$ cat src/rtl/stream_fifo_pkg.sv
// stream_fifo_pkg
//   Shared helpers for the stream FIFO:
//   - cnt_width(depth) : bits needed to hold an occupancy of 0..depth
//   - ptr_width(depth) : bits needed to index 0..depth-1
//   - fifo_status_t    : packed bundle of the four status flags
package stream_fifo_pkg;

  function automatic int cnt_width(input int depth);
    return $clog2(depth + 1);
  endfunction

  function automatic int ptr_width(input int depth);
    return (depth < 2) ? 1 : $clog2(depth);
  endfunction

  typedef struct packed {
    logic full;
    logic empty;
    logic almost_full;
    logic almost_empty;
  } fifo_status_t;

endpackage

$ cat src/rtl/stream_fifo_ctrl.sv
// stream_fifo_ctrl
//   Pointer, occupancy and peak-watermark bookkeeping for stream_fifo.
//   Ports:
//     clk, reset_n   clock / async active-low reset
//     flush          synchronous clear of pointers, count and peak
//     push, pop      already-qualified write / read strobes (push never when
//                    full, pop never when empty)
//     wr_ptr, rd_ptr circular-buffer write / read indices
//     count, peak    current and highest occupancy since reset/flush
//     status         full / empty / almost_full / almost_empty
module stream_fifo_ctrl
  import stream_fifo_pkg::*;
#(
  parameter int DEPTH    = 16,
  parameter int AF_LEVEL = DEPTH - 2,
  parameter int AE_LEVEL = 1,
  localparam int CW      = cnt_width(DEPTH),
  localparam int PW      = ptr_width(DEPTH)
) (
  input  logic          clk,
  input  logic          reset_n,
  input  logic          flush,
  input  logic          push,
  input  logic          pop,
  output logic [PW-1:0] wr_ptr,
  output logic [PW-1:0] rd_ptr,
  output logic [CW-1:0] count,
  output logic [CW-1:0] peak,
  output fifo_status_t  status
);

  logic [CW-1:0] count_next;

  // Explicit wrap so non-power-of-two depths work.
  function automatic logic [PW-1:0] ptr_inc(input logic [PW-1:0] p);
    return (p == PW'(DEPTH - 1)) ? '0 : p + PW'(1);
  endfunction

  always_comb begin
    count_next = count;
    case ({push, pop})
      2'b10:   count_next = count + CW'(1);
      2'b01:   count_next = count - CW'(1);
      default: count_next = count;
    endcase
  end

  always_ff @(posedge clk or negedge reset_n) begin
    if (!reset_n) begin
      wr_ptr <= '0;
      rd_ptr <= '0;
      count  <= '0;
      peak   <= '0;
    end else if (flush) begin
      wr_ptr <= '0;
      rd_ptr <= '0;
      count  <= '0;
      peak   <= '0;
    end else begin
      if (push) wr_ptr <= ptr_inc(wr_ptr);
      if (pop)  rd_ptr <= ptr_inc(rd_ptr);
      count <= count_next;
      if (count_next > peak) peak <= count_next;
    end
  end

  always_comb begin
    status.full         = (count == CW'(DEPTH));
    status.empty        = (count == '0);
    status.almost_full  = (count >= CW'(AF_LEVEL));
    status.almost_empty = (count <= CW'(AE_LEVEL));
  end

endmodule

$ cat src/rtl/stream_fifo.sv
// stream_fifo
//   Valid/ready streaming FIFO, first-word fall-through, DEPTH entries of
//   DATA_WIDTH bits, with occupancy count, peak watermark and status flags.
//   Optional macro STREAM_FIFO_BYPASS_EN: when empty, in_data is forwarded
//   combinationally to out_data; if consumed that cycle it is never stored.
//   Ports:
//     clk, reset_n                clock / async active-low reset
//     flush                       synchronous clear of contents and watermark
//     in_valid, in_data, in_ready write side handshake
//     out_valid, out_data, out_ready read side handshake
//     count, peak                 current / highest occupancy
//     full, empty, almost_full, almost_empty  status flags
module stream_fifo
  import stream_fifo_pkg::*;
#(
  parameter int DEPTH      = 16,
  parameter int DATA_WIDTH = 32,
  parameter int AF_LEVEL   = DEPTH - 2,
  parameter int AE_LEVEL   = 1,
  localparam int CW        = cnt_width(DEPTH)
) (
  input  logic                  clk,
  input  logic                  reset_n,
  input  logic                  flush,
  input  logic                  in_valid,
  input  logic [DATA_WIDTH-1:0] in_data,
  output logic                  in_ready,
  output logic                  out_valid,
  output logic [DATA_WIDTH-1:0] out_data,
  input  logic                  out_ready,
  output logic [CW-1:0]         count,
  output logic [CW-1:0]         peak,
  output logic                  full,
  output logic                  empty,
  output logic                  almost_full,
  output logic                  almost_empty
);

  localparam int PW = ptr_width(DEPTH);

  logic [DATA_WIDTH-1:0] mem [DEPTH];
  logic [PW-1:0]         wr_ptr;
  logic [PW-1:0]         rd_ptr;
  fifo_status_t          status;
  logic                  push;
  logic                  pop;
  logic                  fifo_push;
  logic                  fifo_pop;

  assign in_ready = ~status.full;
  assign push     = in_valid & in_ready;
  assign pop      = out_valid & out_ready;

`ifdef STREAM_FIFO_BYPASS_EN
  // While empty the head is the incoming word itself; a pop in that state
  // consumes it directly, so neither storage nor pointers move.
  assign out_valid = ~status.empty | in_valid;
  assign out_data  = status.empty ? in_data : mem[rd_ptr];
  assign fifo_push = push & ~(status.empty & out_ready);
  assign fifo_pop  = pop & ~status.empty;
`else
  assign out_valid = ~status.empty;
  assign out_data  = mem[rd_ptr];
  assign fifo_push = push;
  assign fifo_pop  = pop;
`endif

  // Storage is cleared only by reset so out_data reads zero afterwards;
  // flush leaves stale contents behind, hidden by out_valid=0.
  always_ff @(posedge clk or negedge reset_n) begin
    if (!reset_n) begin
      for (int i = 0; i < DEPTH; i++) mem[i] <= '0;
    end else if (fifo_push && !flush) begin
      mem[wr_ptr] <= in_data;
    end
  end

  stream_fifo_ctrl #(
    .DEPTH    (DEPTH),
    .AF_LEVEL (AF_LEVEL),
    .AE_LEVEL (AE_LEVEL)
  ) u_ctrl (
    .clk     (clk),
    .reset_n (reset_n),
    .flush   (flush),
    .push    (fifo_push),
    .pop     (fifo_pop),
    .wr_ptr  (wr_ptr),
    .rd_ptr  (rd_ptr),
    .count   (count),
    .peak    (peak),
    .status  (status)
  );

  assign full         = status.full;
  assign empty        = status.empty;
  assign almost_full  = status.almost_full;
  assign almost_empty = status.almost_empty;

endmodule
$ cat config.mk
export PLATFORM = sky130hd
export DESIGN_NAME = stream_fifo
export DESIGN_NICKNAME = d
export VERILOG_FILES = /design/src/rtl/stream_fifo_pkg.sv /design/src/rtl/stream_fifo_ctrl.sv /design/src/rtl/stream_fifo.sv
export SDC_FILE = /design/constraint.sdc
export NUM_CORES = 1
export LEC_CHECK = 0
export CAP_MARGIN = 20
export CORE_AREA = 2 2 173 259
export DETAILED_ROUTE_END_ITERATION = 10
export DIE_AREA = 0 0 175 261
export PLACE_DENSITY = 0.78
export SYNTH_ARGS = -nofsm -noshare
export SYNTH_HDL_FRONTEND = slang
export SYNTH_SLANG_ARGS = --single-unit
$ cat constraint.sdc
create_clock -name clk -period 8.2 [get_ports clk]
set_clock_uncertainty 0.15 [all_clocks]
set_input_delay 2.05 -clock clk [delete_from_list [all_inputs] [get_ports clk]]
set_output_delay 2.05 -clock clk [all_outputs]
set_load 0.03 [all_outputs]
==> out/qor.txt, run 1 <==
status: finished clean
Worst Tran Pin Value: 1.23 ns
root buffer cell: clkbuf_16
placer's final routability congestion estimate: 0.745
commonest non-fill, non-tap cell in the layout: dfrtp_1
area of the multi-input gates: 10,600 µm²
CP Class: register to primary output
final hold violations: 0
Slew Limit Fails: 0
post-synthesis cell type count: 50
total of max-cap violations: 0
post-synthesis net count: 1,749
core box area: 43,600 µm²
Tot Pwr: 7.81 mW
Tmin final: 6.04 ns
IO Pins: 85
Die Width: 175 µm
initial DRC count: 862
fillcell total: 3,246
die area: 45,700 µm²
number of global-route vias before repair: 15,600
synthesized instance count: 1,697
CTS tree: done
Syn Area/Cell: 14.4 µm²
post-route clock period utilization: 73.6%
clk buf depth: 3
Synth Cell Area: 24,400 µm²
LEAKAGE: 13.0 nW
CTS resizes: 0
hold buffer count at cts: 0
Site Rows: 94
ratio of cells with drive above 1 in the final layout: 34.8%
crit start category: register
total gr overflow: 0
Via density: 6.19
Storage cell area: 13,300 µm²
pwr dens: 285 nW/µm²
final worst slack: 2.16 ns
setup bufs post-CTS: 0
Max Clock Freq: 166 MHz
largest net degree at the start of global routing: 179
Post-synth EDFFs: 0
wire length per cell: 24.0 µm
max_slew headroom: 18.2%
CP Max Fanout: 36
Inserted Clock Buffers: 49
Die Y-Extent: 261 µm
Yosys reg bits: 530
Sink Count: 530
Clock transition at path regs: 0.06 ns
DP Worst Slack: 2.81 ns
fraction of registers with async set/reset: 100%
total track usage: 25.2%
Required @ worst endpoint: 6.00 ns
RSZ-0062 raised after global routing: false
YS warnings: 0
Routed WL: 56,100 µm
Area growth syn-to-layout: 12.0%
Final Setup Violations: 0
Primary FF master, synth: dfrtp_1
Critical Path AT: 3.84 ns
initial antenna violation count: 2
depth of the CTS H-tree: 2
via count: 14,500
hold_ws: 0.336 ns
maximum VDD drop: 167 µV
first-pass GRT wire length: 88,800 µm
Final #Nets: 1,776
sequential share of the synthesized area: 54.3%
Post-DRT Antenna Nets: 0
Starting Density: 56.0%
crit end category: primary output
Clock Latency Late Sink: 0.57 ns
Sum Neg Setup Slack: 0 ns
Post-Route Utilization: 62.7%
commonest cells after routing, fill and taps aside: dfrtp_1 (527), mux2_2 (407), mux2_1 (137)
Hold Path Class: register to register
Detail Placement HPWL: 32,300 µm
number of buffers added on ports: 84
Pre-antenna DRT Iters: 5
DRC errors left: 0
cell type report:
type,instances,area share (%)
sequential,530,48.5
multi-input combinational,1014,38.5
clock buffer,75,5.43
timing repair buffer,116,4.13
tap,576,2.63
clock inverter,15,0.580
inverter,13,0.178
antenna,2,0.0183
worst paths after layout:
kind                                    end  cells after the start             start  slack, ns
max                            out_data[11]                      6  u_ctrl.rd_ptr[2]       2.16
min                                 mem[50]                      1           mem[50]       0.34
max reg2reg                  u_ctrl.peak[0]                     12   u_ctrl.count[1]       4.54
min reg2reg                         mem[50]                      1           mem[50]       0.34
max in group asynchronous  u_ctrl.rd_ptr[0]                      2           reset_n       4.91
min in group asynchronous          mem[199]                      1           reset_n       1.37
layer usage:
layer / share of wire [%] / track usage, %
met3: 4.0 / 3.50
met5: 0.020 / 0
met2: 53 / 45.2
met4: 3.1 / 8.75
met1: 40 / 31.6
logic make-up (layout without fill, tap and decap cells):
family / Yosys count / count (layout) / share of synthesized area (%)
other: 0 / 2 / 0
buffers and inverters: 153 / 219 / 2.77
AND/OR/NAND/NOR: 101 / 101 / 1.98
XOR/XNOR: 7 / 7 / 0.282
adder cells (fa/ha/maj): 15 / 15 / 0.768
multiplexers: 705 / 705 / 34.9
AO/OA/AOI/OAI: 186 / 186 / 5.01
flip-flops: 530 / 530 / 54.3
synth_stat cells (2+ instances only):
| cell | number | area (µm²) |
|---|---|---|
| nand2_1 | 52 | 195 |
| a22o_1 | 3 | 26.3 |
| a21o_1 | 2 | 15.0 |
| mux4_2 | 64 | 1440 |
| buf_2 | 67 | 335 |
| nor2b_1 | 6 | 37.5 |
| xor2_1 | 2 | 17.5 |
| mux2_1 | 137 | 1540 |
| inv_1 | 12 | 45.0 |
| nor2_1 | 16 | 60.1 |
| and2_1 | 4 | 25.0 |
| nand3_1 | 5 | 25.0 |
| o21ai_0 | 67 | 335 |
| a22oi_1 | 32 | 240 |
| dfrtp_1 | 530 | 13300 |
| mux2_2 | 407 | 4580 |
| ha_1 | 15 | 188 |
| a31oi_1 | 2 | 12.5 |
| a221oi_1 | 33 | 289 |
| nand2b_1 | 2 | 12.5 |
| mux2i_1 | 97 | 971 |
| xnor2_1 | 4 | 35.0 |
| buf_1 | 6 | 22.5 |
| nand3_2 | 2 | 20.0 |
| buf_6 | 2 | 22.5 |
| and3_1 | 2 | 12.5 |
| nor3_1 | 3 | 15.0 |
| a21oi_1 | 37 | 185 |
| o2bb2ai_1 | 2 | 17.5 |
| clkbuf_1 | 64 | 240 |
flip-flops by register name, summed over array words and instances (netlist names):
signal	count
mem	512
u_ctrl.rd_ptr	4
u_ctrl.peak	5
u_ctrl.wr_ptr	4
u_ctrl.count	5
metrics by stage:
| stage | instances | area [µm²] |
|---|---|---|
| 4_1_cts | 2338 | 27300 |
| 3_5_place_dp | 2248 | 25700 |
| 6_report | 2341 | 27400 |
| 2_1_floorplan | 1697 | 24400 |
| 5_1_grt | 2340 | 27400 |
| 3_3_place_gp | 2248 | 25700 |
power by group:
group | switching (mW) | leakage (nW) | internal, mW
Combinational | 1.16 | 4.98 | 1.12
Sequential | 0.244 | 7.20 | 2.96
Clock | 0.981 | 0.811 | 1.34
Total | 2.38 | 13.0 | 5.43
critical path: stages (launching register included):
cell and delay, ns:
dfrtp_1 0.34, buf_4 0.53, and2_2 1.10, a221oi_1 0.23, o21ai_0 0.26, nand2_1 0.15, clkdlybuf4s50_1 0.63
(Power assumes the default switching activity.)
==> run 2: changes to the inputs <==
Clock period 8.2 ns to 5.8 ns, I/O delays scaled along.
==> out/qor.txt, run 2 (synthesized netlist as in run 1, its figures left out) <==
status: finished clean (unchanged)
hold buffer count at cts: 0 (unchanged)
Critical Path AT: 3.49 ns (was 3.84 ns)
first-pass GRT wire length: 88,100 µm (was 88,800 µm)
slowest library cell on the worst path: and2_2 (unchanged)
DRC errors left: 0 (unchanged)
Reg with most FFs: mem (unchanged)
Tot Pwr: 11.2 mW (was 7.81 mW)
pwr dens: 407 nW/µm² (was 285 nW/µm²)
IO Pins: 85 (unchanged)
commonest cells after routing, fill and taps aside: dfrtp_1 (527), mux2_2 (407), mux2_1 (137) (unchanged)
max reg flops: 512 (unchanged)
ratio of cells with drive above 1 in the final layout: 35.3% (was 34.8%)
clk buf depth: 3 (unchanged)
Sink Count: 530 (unchanged)
Max Clock Freq: 196 MHz
ant diodes: 0 (was 2)
placed cell area: 25,800 µm² (was 25,700 µm²)
post-route clock period utilization: 87.7%
maximum VDD drop: 344 µV (was 167 µV)
total track usage: 24.9% (was 25.2%)
Final #Nets: 1,781 (was 1,776)
Cells after DPL: 2,254 (was 2,248)
RSZ-0062 raised after global routing: false (unchanged)
total of max-cap violations: 0 (unchanged)
depth of the CTS H-tree: 2 (unchanged)
initial DRC count: 1,026 (was 862)
Routed WL: 55,600 µm (was 56,100 µm)
final hold violations: 0 (unchanged)
setup bufs post-CTS: 0 (unchanged)
final std cells w/o fill: 2,343 (was 2,341)
Post-DRT Antenna Nets: 0 (unchanged)
wire length per cell: 23.7 µm (was 24.0 µm)
Slew Limit Fails: 0 (unchanged)
die area: 45,700 µm² (unchanged)
total gr overflow: 0 (unchanged)
root buffer cell: clkbuf_16 (unchanged)
Clock transition at path regs: 0.06 ns (about the same)
Final Setup Violations: 0 (unchanged)
Critical Path Max Stage Delay: 1.01 ns (was 1.10 ns)
crit start category: register (unchanged)
Via density: 6.15 (was 6.19)
crit end category: primary output (unchanged)
commonest non-fill, non-tap cell in the layout: dfrtp_1 (unchanged)
Sum Neg Setup Slack: 0 ns (unchanged)
number of buffers added on ports: 84 (unchanged)
final worst slack: 0.711 ns (was 2.16 ns)
Required @ worst endpoint: 4.20 ns (was 6.00 ns)
critical-path cell list: and2_2, a221oi_1, o21ai_0, nand2_1, clkdlybuf4s50_1 (was buf_4, and2_2, a221oi_1, o21ai_0, nand2_1, clkdlybuf4s50_1)
Area growth syn-to-layout: 12.7% (was 12.0%)
Starting Density: 56.0% (unchanged)
Hold Path Class: register to register (unchanged)
max_slew headroom: 23.3% (was 18.2%)
Clock Latency Late Sink: 0.57 ns (about the same)
Detail Placement HPWL: 32,600 µm (was 32,300 µm)
Worst Tran Pin Value: 1.15 ns (was 1.23 ns)
LEAKAGE: 13.1 nW (was 13.0 nW)
initial antenna violation count: 1 (was 2)
Die Width: 175 µm (unchanged)
Site Rows: 94 (unchanged)
DP Worst Slack: 1.14 ns (was 2.81 ns)
via count: 14,400 (was 14,500)
placer's final routability congestion estimate: 0.771 (was 0.745)
core box area: 43,600 µm² (unchanged)
number of global-route vias before repair: 15,800 (was 15,600)
Pre-antenna DRT Iters: 5 (unchanged)
CP Max Fanout: 33 (was 36)
Tmin final: 5.09 ns
CTS tree: done (unchanged)
largest net degree at the start of global routing: 138 (was 179)
CP Class: register to primary output (unchanged)
Inserted Clock Buffers: 49 (unchanged)
CTS resizes: 0 (unchanged)
top flop regs: mem (512), u_ctrl.count (5), u_ctrl.peak (5) (unchanged)
Die Y-Extent: 261 µm (unchanged)
Design Area, Final: 27,500 µm² (was 27,400 µm²)
## run 2: report_power, final
group	leakage, nW	internal, mW	total (mW)	switching, mW
Sequential	7.20	4.19	4.50	0.311
Clock	0.845	2.01	3.42	1.40
Combinational	5.02	1.61	3.31	1.69
## run 2: worst max-delay path: cells and delay by family (launching register included)
family / cells / cell delay [ns]
AOI/OAI and AO/OA: 2 / 0.45
buffers and inverters: 1 / 0.65
DFF: 1 / 0.60
and+or+nand+nor: 2 / 1.20
## run 2: path summary, 6_finish.rpt
kind | start | endpoint | slack, ns | depth (start not counted)
setup / recovery | u_ctrl.rd_ptr[2] | out_data[31] | 0.71 | 5
hold / removal | mem[447] | mem[447] | 0.34 | 1
setup reg to reg | u_ctrl.count[0] | u_ctrl.peak[2] | 2.09 | 11
hold reg to reg | mem[447] | mem[447] | 0.34 | 1
max in group asynchronous | reset_n | mem[275] | 3.37 | 2
min in group asynchronous | reset_n | mem[294] | 0.80 | 1
## run 2: final cells by class
cell class	count	area, µm²
clock buffer	69	1450
clock inverter	20	262
fill	3166	16100
inverter	13	48.8
multi-input combinational	1014	10600
sequential	530	13300
tap	576	721
timing repair buffer	121	1230
## run 2: through the flow
step	hold slack, ns	util (%)
after floorplan	0.309	-
after global placement	0.318	59.2
after detailed placement	0.326	59.2
after CTS	0.341	63.1
after global routing	0.350	63.1
final	0.339	63.1
## run 2: routing by layer
| layer | GRT usage [%] | vias to the layer above | share of wire [%] |
|---|---|---|---|
| met5 | 0 | - | 0.027 |
| met4 | 8.82 | 2 | 3.1 |
| met3 | 2.96 | 115 | 3.4 |
| met2 | 44.2 | 269 | 53 |
| met1 | 31.7 | 7706 | 41 |
| li1 | - | 6306 | - |
